**config.mk**
```make
export PLATFORM = sky130hd
export DESIGN_NAME = mode_select_ctrl
export DESIGN_NICKNAME = d
export VERILOG_FILES = /design/src/rtl/mode_select_ctrl.sv
export SDC_FILE = /design/constraint.sdc
export NUM_CORES = 1
export LEC_CHECK = 0
export CELL_PAD_IN_SITES_DETAIL_PLACEMENT = 0
export CELL_PAD_IN_SITES_GLOBAL_PLACEMENT = 1
export CORE_MARGIN = 4
export CORE_UTILIZATION = 25
export DETAILED_ROUTE_END_ITERATION = 7
export PLACE_DENSITY_LB_ADDON = 0.1
export SETUP_SLACK_MARGIN = 0.4
export SLEW_MARGIN = 20
export SYNTH_ARGS = -nofsm -noshare
export SYNTH_HDL_FRONTEND = slang
export SYNTH_SLANG_ARGS = --single-unit
export TNS_END_PERCENT = 5
```
**constraint.sdc**
```tcl
create_clock -name clk -period 2.1 [get_ports clk]
set_clock_uncertainty 0.05 [all_clocks]
set_input_delay 0.315 -clock clk [delete_from_list [all_inputs] [get_ports clk]]
set_output_delay 0.315 -clock clk [all_outputs]
set_load 0.02 [all_outputs]
```
**src/rtl/mode_select_ctrl.sv**
```systemverilog
// rtl/mode_select_ctrl.sv - front-panel button debounce and SELECT/ACTIVE mode controller
//
// Purpose: turns four raw push-buttons into registered mode/song codes, an
// active flag and a one-cycle start pulse for the player datapath.
// Optional feature macro: AUTO_NEXT_EN (continuous playlist in AUTO mode).
//
// Ports:
//   clk          system clock
//   rst_n        asynchronous, active-low reset
//   btn_mode     raw button: next mode
//   btn_song     raw button: next song
//   btn_confirm  raw button: enter selected mode
//   btn_back     raw button: leave active mode
//   song_done    one-cycle pulse from the player when a song finishes
//   state        mode code FREE=0, AUTO=1, STDY=2, PLAY=3, SET=4
//   song         selected song code 0..NUM_SONGS-1
//   active       high while the selected mode is running
//   start_pulse  one-cycle pulse when a mode is entered or restarted
module mode_select_ctrl #(
  parameter int DEB_CYCLES = 1000000,
  parameter int NUM_SONGS  = 2
) (
  input  logic       clk,
  input  logic       rst_n,
  input  logic       btn_mode,
  input  logic       btn_song,
  input  logic       btn_confirm,
  input  logic       btn_back,
  input  logic       song_done,
  output logic [2:0] state,
  output logic [2:0] song,
  output logic       active,
  output logic       start_pulse
);

  localparam int CNT_W = (DEB_CYCLES > 1) ? $clog2(DEB_CYCLES) : 1;
  localparam logic [CNT_W-1:0] DEB_LAST  = CNT_W'(DEB_CYCLES - 1);
  localparam logic [2:0]       LAST_SONG = 3'(NUM_SONGS - 1);

  localparam logic [2:0] MODE_FREE = 3'd0;
  localparam logic [2:0] MODE_AUTO = 3'd1;
  localparam logic [2:0] MODE_STDY = 3'd2;
  localparam logic [2:0] MODE_PLAY = 3'd3;
  localparam logic [2:0] MODE_SET  = 3'd4;

  // Button index: 0 song, 1 mode, 2 confirm, 3 back.
  logic [3:0] btn_raw;
  logic [3:0] press;
  assign btn_raw = {btn_back, btn_confirm, btn_mode, btn_song};

  // Counts the first edges after reset so the synchronizers hold real
  // samples before any button may be armed.
  logic [1:0] init_q;
  logic       init_done;
  assign init_done = (init_q == 2'd3);

  always_ff @(posedge clk or negedge rst_n) begin
    if (!rst_n) begin
      init_q <= 2'd0;
    end else if (!init_done) begin
      init_q <= init_q + 2'd1;
    end
  end

  for (genvar i = 0; i < 4; i++) begin : g_btn
    logic             sync1_q;
    logic             sync2_q;
    logic             stable_q;
    logic             stable_dly_q;
    logic             armed_q;
    logic             press_q;
    logic [CNT_W-1:0] cnt_q;

    always_ff @(posedge clk or negedge rst_n) begin
      if (!rst_n) begin
        sync1_q      <= 1'b0;
        sync2_q      <= 1'b0;
        stable_q     <= 1'b0;
        stable_dly_q <= 1'b0;
        armed_q      <= 1'b0;
        press_q      <= 1'b0;
        cnt_q        <= '0;
      end else begin
        sync1_q      <= btn_raw[i];
        sync2_q      <= sync1_q;
        stable_dly_q <= stable_q;
        // A button held through reset must be seen released before its
        // next rise counts as a press.
        armed_q      <= armed_q | (init_done & ~sync2_q);
        press_q      <= stable_q & ~stable_dly_q & armed_q;
        if (sync2_q != stable_q) begin
          if (cnt_q == DEB_LAST) begin
            cnt_q    <= '0;
            stable_q <= ~stable_q;
          end else begin
            cnt_q <= cnt_q + CNT_W'(1);
          end
        end else begin
          cnt_q <= '0;
        end
      end
    end

    assign press[i] = press_q;
  end

  logic press_song, press_mode, press_confirm, press_back;
  assign press_song    = press[0];
  assign press_mode    = press[1];
  assign press_confirm = press[2];
  assign press_back    = press[3];

  typedef enum logic {
    SELECT = 1'b0,
    ACTIVE = 1'b1
  } fsm_t;

  fsm_t       fsm_q, fsm_d;
  logic [2:0] state_q, state_d;
  logic [2:0] song_q, song_d;
  logic       start_q, start_d;
  logic [2:0] next_mode, next_song;

  assign next_mode = (state_q == MODE_SET)  ? MODE_FREE : state_q + 3'd1;
  assign next_song = (song_q  == LAST_SONG) ? 3'd0      : song_q + 3'd1;

  always_ff @(posedge clk or negedge rst_n) begin
    if (!rst_n) begin
      fsm_q   <= SELECT;
      state_q <= MODE_FREE;
      song_q  <= 3'd0;
      start_q <= 1'b0;
    end else begin
      fsm_q   <= fsm_d;
      state_q <= state_d;
      song_q  <= song_d;
      start_q <= start_d;
    end
  end

  always_comb begin
    fsm_d   = fsm_q;
    state_d = state_q;
    song_d  = song_q;
    start_d = 1'b0;
    case (fsm_q)
      SELECT: begin
        // Only the highest-priority press is acted on; a back press in
        // SELECT does nothing but still swallows the lower presses.
        if (!press_back) begin
          if (press_confirm) begin
            fsm_d   = ACTIVE;
            start_d = 1'b1;
          end else if (press_mode) begin
            state_d = next_mode;
          end else if (press_song) begin
            song_d = next_song;
          end
        end
      end
      ACTIVE: begin
        if (press_back) begin
          fsm_d = SELECT;
        end else if (song_done) begin
`ifdef AUTO_NEXT_EN
          if (state_q == MODE_AUTO) begin
            // Skipped right after a start so start_pulse never repeats
            // on consecutive cycles.
            if (!start_q) begin
              song_d  = next_song;
              start_d = 1'b1;
            end
          end else if (state_q == MODE_STDY || state_q == MODE_PLAY) begin
            fsm_d = SELECT;
          end
`else
          if (state_q == MODE_AUTO || state_q == MODE_STDY ||
              state_q == MODE_PLAY) begin
            fsm_d = SELECT;
          end
`endif
        end
      end
      default: fsm_d = SELECT;
    endcase
  end

  assign state       = state_q;
  assign song        = song_q;
  assign active      = (fsm_q == ACTIVE);
  assign start_pulse = start_q;

endmodule

```
Word level (Yosys, flattened, before mapping)
Index checks and enable logic that the tools add are counted.

word-level totals
  register bits after elaboration = 114
  bits of input ports = 7
  word-level logic and storage cells = 111

cells by class
  add/sub/neg operators = 7
  equality and inequality tests = 14
  mux-type cells = 17
  bitwise gates (word level) = 32
  reduce and logical (&&, ||, !) cells = 8

operator list
  cell                   number
  $mux 20                8
  $add 20x1->20 const B  4
  $eq 20x20->1 const B   4
  $not 1->1              16
  $and 1x1->1            12
  $reduce_and 2->1       4
  $add 3x1->3 const B    2
  $eq 3x1->1 const B     2
  $eq 3x2->1 const B     2
  $mux 1                 6
  $mux 3                 2
  $reduce_and 5->1       1
  $ne 1x1->1             4
  $or 1x1->1             4
  $reduce_and 4->1       1
  $eq 3x3->1 const B     1
  $add 2x1->2 const B    1
  $eq 2x2->1 const B     1
  $logic_or 1x1->1       2
  $pmux 1 s2             1

Logic depth before layout (Yosys ltp)
  word-level depth = 7
  mapped depth = 6
  depth with buffers taken out = 6

Worst setup path after synthesis
Ideal clock, no wire load.

  kind = flip-flop to flip-flop
  start point = register g_btn[0].cnt_q[12]
  end point = register g_btn[0].stable_q
  library setup time = 0.128 ns
  data arrival time = 1.922 ns
  data required time = 1.922 ns
  setup slack = 0.000 ns
  stages on the path, launching flop included = 5
  path buffers = 0
  clock period less this slack = 2.100 ns
  path through = dfrtp_1 or4_1 or4_4 nor2_1 mux2_1

between the ends
  longest elaborated chain between the ends = 2

RTL lines
  element                     RTL line  text
  from (decl)                 72        logic [CNT_W-1:0] cnt_q;
  from (signal assigned)      96        cnt_q <= cnt_q + CNT_W'(1);
  $eq 20x20->1                92        if (cnt_q == DEB_LAST) begin
  $reduce_and 2->1 (no line)  n/a
  to (signal assigned)        94        stable_q <= ~stable_q;
  to (decl)                   68        logic stable_q;

No other way between the ends.
A chain may end at the register's enable or synchronous reset.

Final worst setup path
  start point = register g_btn[0].cnt_q[15]
  end point = register g_btn[0].stable_q

Same word-level chain as after synthesis.

==> flow_metrics.tcl <==
set metrics [dict create \
    final_nets 604 \
    cp_data_arrival_time_ps 2300 \
    synthCells 516 \
    syn_area_mm2 0.005273 \
    async_flop_share_pct 100.0 \
    path_max_fanout 3 \
    p_comb_share_pct 3.2 \
    setup-violations-final 0 \
    ys_ff_latch 114 \
    critPathRequiredTime_ps 2340 \
    synth_edf_count 0 \
    end_kind "flip-flop" \
    seq_area_frac_synth_pct 54.11 \
    ys.flop_type "dfrtp_1" \
    tns_ps 0 \
    die_y_um 153.2 \
    track_usage_pct 10.56 \
    diodes 0 \
    drcViolationCount 0 \
    synth_area_per_cell_um2 10.22 \
    yosysUniqueCellTypes 46 \
    p_int_uw 4673 \
    drive_gt1_share_pct 27.17 \
    worst_path_largest_cell_delay_ps 530 \
    hold_class "input pin to flip-flop" \
    slew_violations 0 \
    fp.coreArea_mm2 0.02049 \
    tightest_slew_ps 421.4 \
    switching_share_pct 20.02 \
    peakVddDrop_uv 503.0 \
    grt_pass1_wl_um 20340 \
    routed_via_density 4.524 \
    wl_per_cell_um 13.63 \
    power.switching_uw 1170 \
    synthTopCellsByArea "dfrtp_1 54%, xnor2_1 6.5%, nor2_1 5.3%, xor2_1 3.2%, nand4_1 2.7%" \
    start_util_pct 25.73 \
    clkSinkCount 114 \
    vias 3936 \
    ys_top_cells_by_count "114 x dfrtp_1, 75 x nor2_1, 39 x xnor2_1" \
    cpMostUsedCell "or4_4" \
    dr_wl_met2_um 5622 \
    grt_max_degree 44 \
    grt_antenna_before_repair 0 \
    timing.final.crit_share_pct 98.04 \
    wl_um 11860 \
    top_layer_used "met4" \
    drt_iter0_markers 140 \
    cts_tree "yes" \
    grt_pass1_vias 4016 \
    die_width_um 153.2 \
    ant_nets 0 \
    path_cells "or4_4 -> or4_4 -> nor2_4 -> mux2_4" \
    first_pass_iters 5 \
    wl_met3_um 362 \
    total_power_uw 5843 \
    numCtsBuffers 17 \
    instances_no_fill 870 \
    synth_most_common_cell "dfrtp_1" \
    fmax_ghz 0.4857 \
    synth_top_area_cell "dfrtp_1" \
    root_buffer "clkbuf_16" \
    num_rows 52 \
    yosysWarnings 0 \
    p_per_area_mw_per_mm2 810.7 \
    place.gp.congestion 0.7334 \
    seqPwrFrac_pct 38.6 \
    status "complete, no violations" \
    met1_length_um 5765 \
    power_frac_clock_pct 58.2 \
    clkTransAtPathRegs_ps 60 \
    slowest_stage "or4_4" \
    overflow 0 \
    netlist.area_leader.share_pct 54.11 \
    cap_violations 0 \
    leakagePower_uw 0.002965 \
    hold_violations 0 \
    clockBufferDepth 2 \
    rsz0062_at_grt "yes" \
    placed_cells 832 \
    period_needed_ps 2059 \
    dp_hpwl_um 7882 \
    synth_nets 533 \
    clkLatencyLatePin_ps 410 \
    holdWs_ps 291.6 \
    io_pins 15 \
    design.die.area_mm2 0.02348 \
    max_slew_margin_pct 71.65 \
    htree_levels 4 \
    critPathLaunchType "flip-flop" \
    io_buffers 14 \
    synthToLayoutAreaGrowth_pct 36.69 \
    critPathKind "flip-flop to flip-flop" \
]
area by class of cell:
| type | count | area, µm² |
|---|---|---|
| Sequential cell | 114 | 2868 |
| Inverter | 27 | 101.3 |
| Clock inverter | 10 | 200.2 |
| Tap cell | 270 | 337.8 |
| Timing Repair Buffer | 63 | 599.3 |
| Multi-Input combinational cell | 364 | 2606 |
| Clock buffer | 22 | 494.2 |
| Fill cell | 2070 | 13290 |
cells in the final DEF (no fill, tap or decap), types with 7 or more instances in the layout:
master,instances
nor2_2,8
o31ai_1,7
a21oi_1,12
dlymetal6s2s_1,8
dfrtp_1,102
nand4_1,23
xor2_1,19
inv_1,27
ha_1,8
or4_4,7
xnor2_1,39
nand3_1,24
nand2_1,32
nor4_1,12
nor3_1,16
nor2_4,19
a21oi_2,7
buf_4,39
o21ai_0,11
clkbuf_16,17
nor2_1,48
dfrtp_2,12
critical path, delay by kind of cell (launching register included):
kind	cells	cell delay, ps
flip-flops	1	370
AND/OR/NAND/NOR	3	1220
multiplexers	1	300
power groups by stage:
stage	Clock, µW	Sequential, µW	Combinational, µW
after floorplan	0	2290	61.7
after global placement	0	2290	158
after detailed placement	0	2290	160
after CTS	3490	2250	162
after global routing	3600	2260	215
final	3400	2260	187
cells by family after synthesis:
| logic type | synth area share, % |
|---|---|
| buffers and inverters | 2.966 |
| AND/OR/NAND/NOR | 23.19 |
| flip-flops | 54.11 |
| adder cells (fa/ha/maj) | 2.373 |
| XOR/XNOR | 9.635 |
| multiplexers | 1.234 |
| AO/OA/AOI/OAI | 6.502 |
layer usage:
layer  vias up  GRT usage, %
li1       1954             -
met1      1933         14.36
met2        43         16.20
met3         6         3.167
met4         0         3.352
met5         -             0
final timing paths:
check | slack, ps | to | startpoint | cells after the start
worst max-delay path | 40 | g_btn[0].stable_q$_DFFE_PN0P_ | g_btn[0].cnt_q[15]$_DFF_PN0_ | 4
worst min-delay path | 290 | g_btn[0].sync1_q$_DFF_PN0_ | btn_song | 1
max in group asynchronous | 1060 | g_btn[1].cnt_q[16]$_DFF_PN0_ | rst_n | 3
min in group asynchronous | 320 | g_btn[1].cnt_q[8]$_DFF_PN0_ | rst_n | 2
worst min register to register | 300 | g_btn[3].sync2_q$_DFF_PN0_ | g_btn[3].sync1_q$_DFF_PN0_ | 0
worst max register to register | 40 | g_btn[0].stable_q$_DFFE_PN0P_ | g_btn[0].cnt_q[15]$_DFF_PN0_ | 4
metrics by stage:
stage / utilization (%) / cell area [µm²] / setup slack (ps)
floorplan: - / 5309 / 124.0
global route: 35.16 / 7207 / -11.13
global placement: 29.65 / 6076 / 90.73
finish: 35.16 / 7207 / 41.23
detailed placement: 29.65 / 6076 / 68.44
CTS: 33.12 / 6788 / 74.87
what timing repair did:
action / 4_1_cts / 5_1_grt
setup endpoints to repair: 74 / 91
gates resized for setup: 2 / 108
setup buffers: 0 / 4
gates cloned: 0 / 1
hold buffers: 1 / 0
pin swaps: 0 / 51
endpoints found under the hold margin: 24 / 0
flip-flops by register name, summed over array words and instances, names as in the netlist, 3 cells and up:
signal and cells:
g_btn.armed_q 4, g_btn.cnt_q 80, g_btn.press_q 4, g_btn.stable_dly_q 4
g_btn.stable_q 4, g_btn.sync1_q 4, g_btn.sync2_q 4, song 3
state 3
No activity file was read; power rests on OpenSTA's default activity.
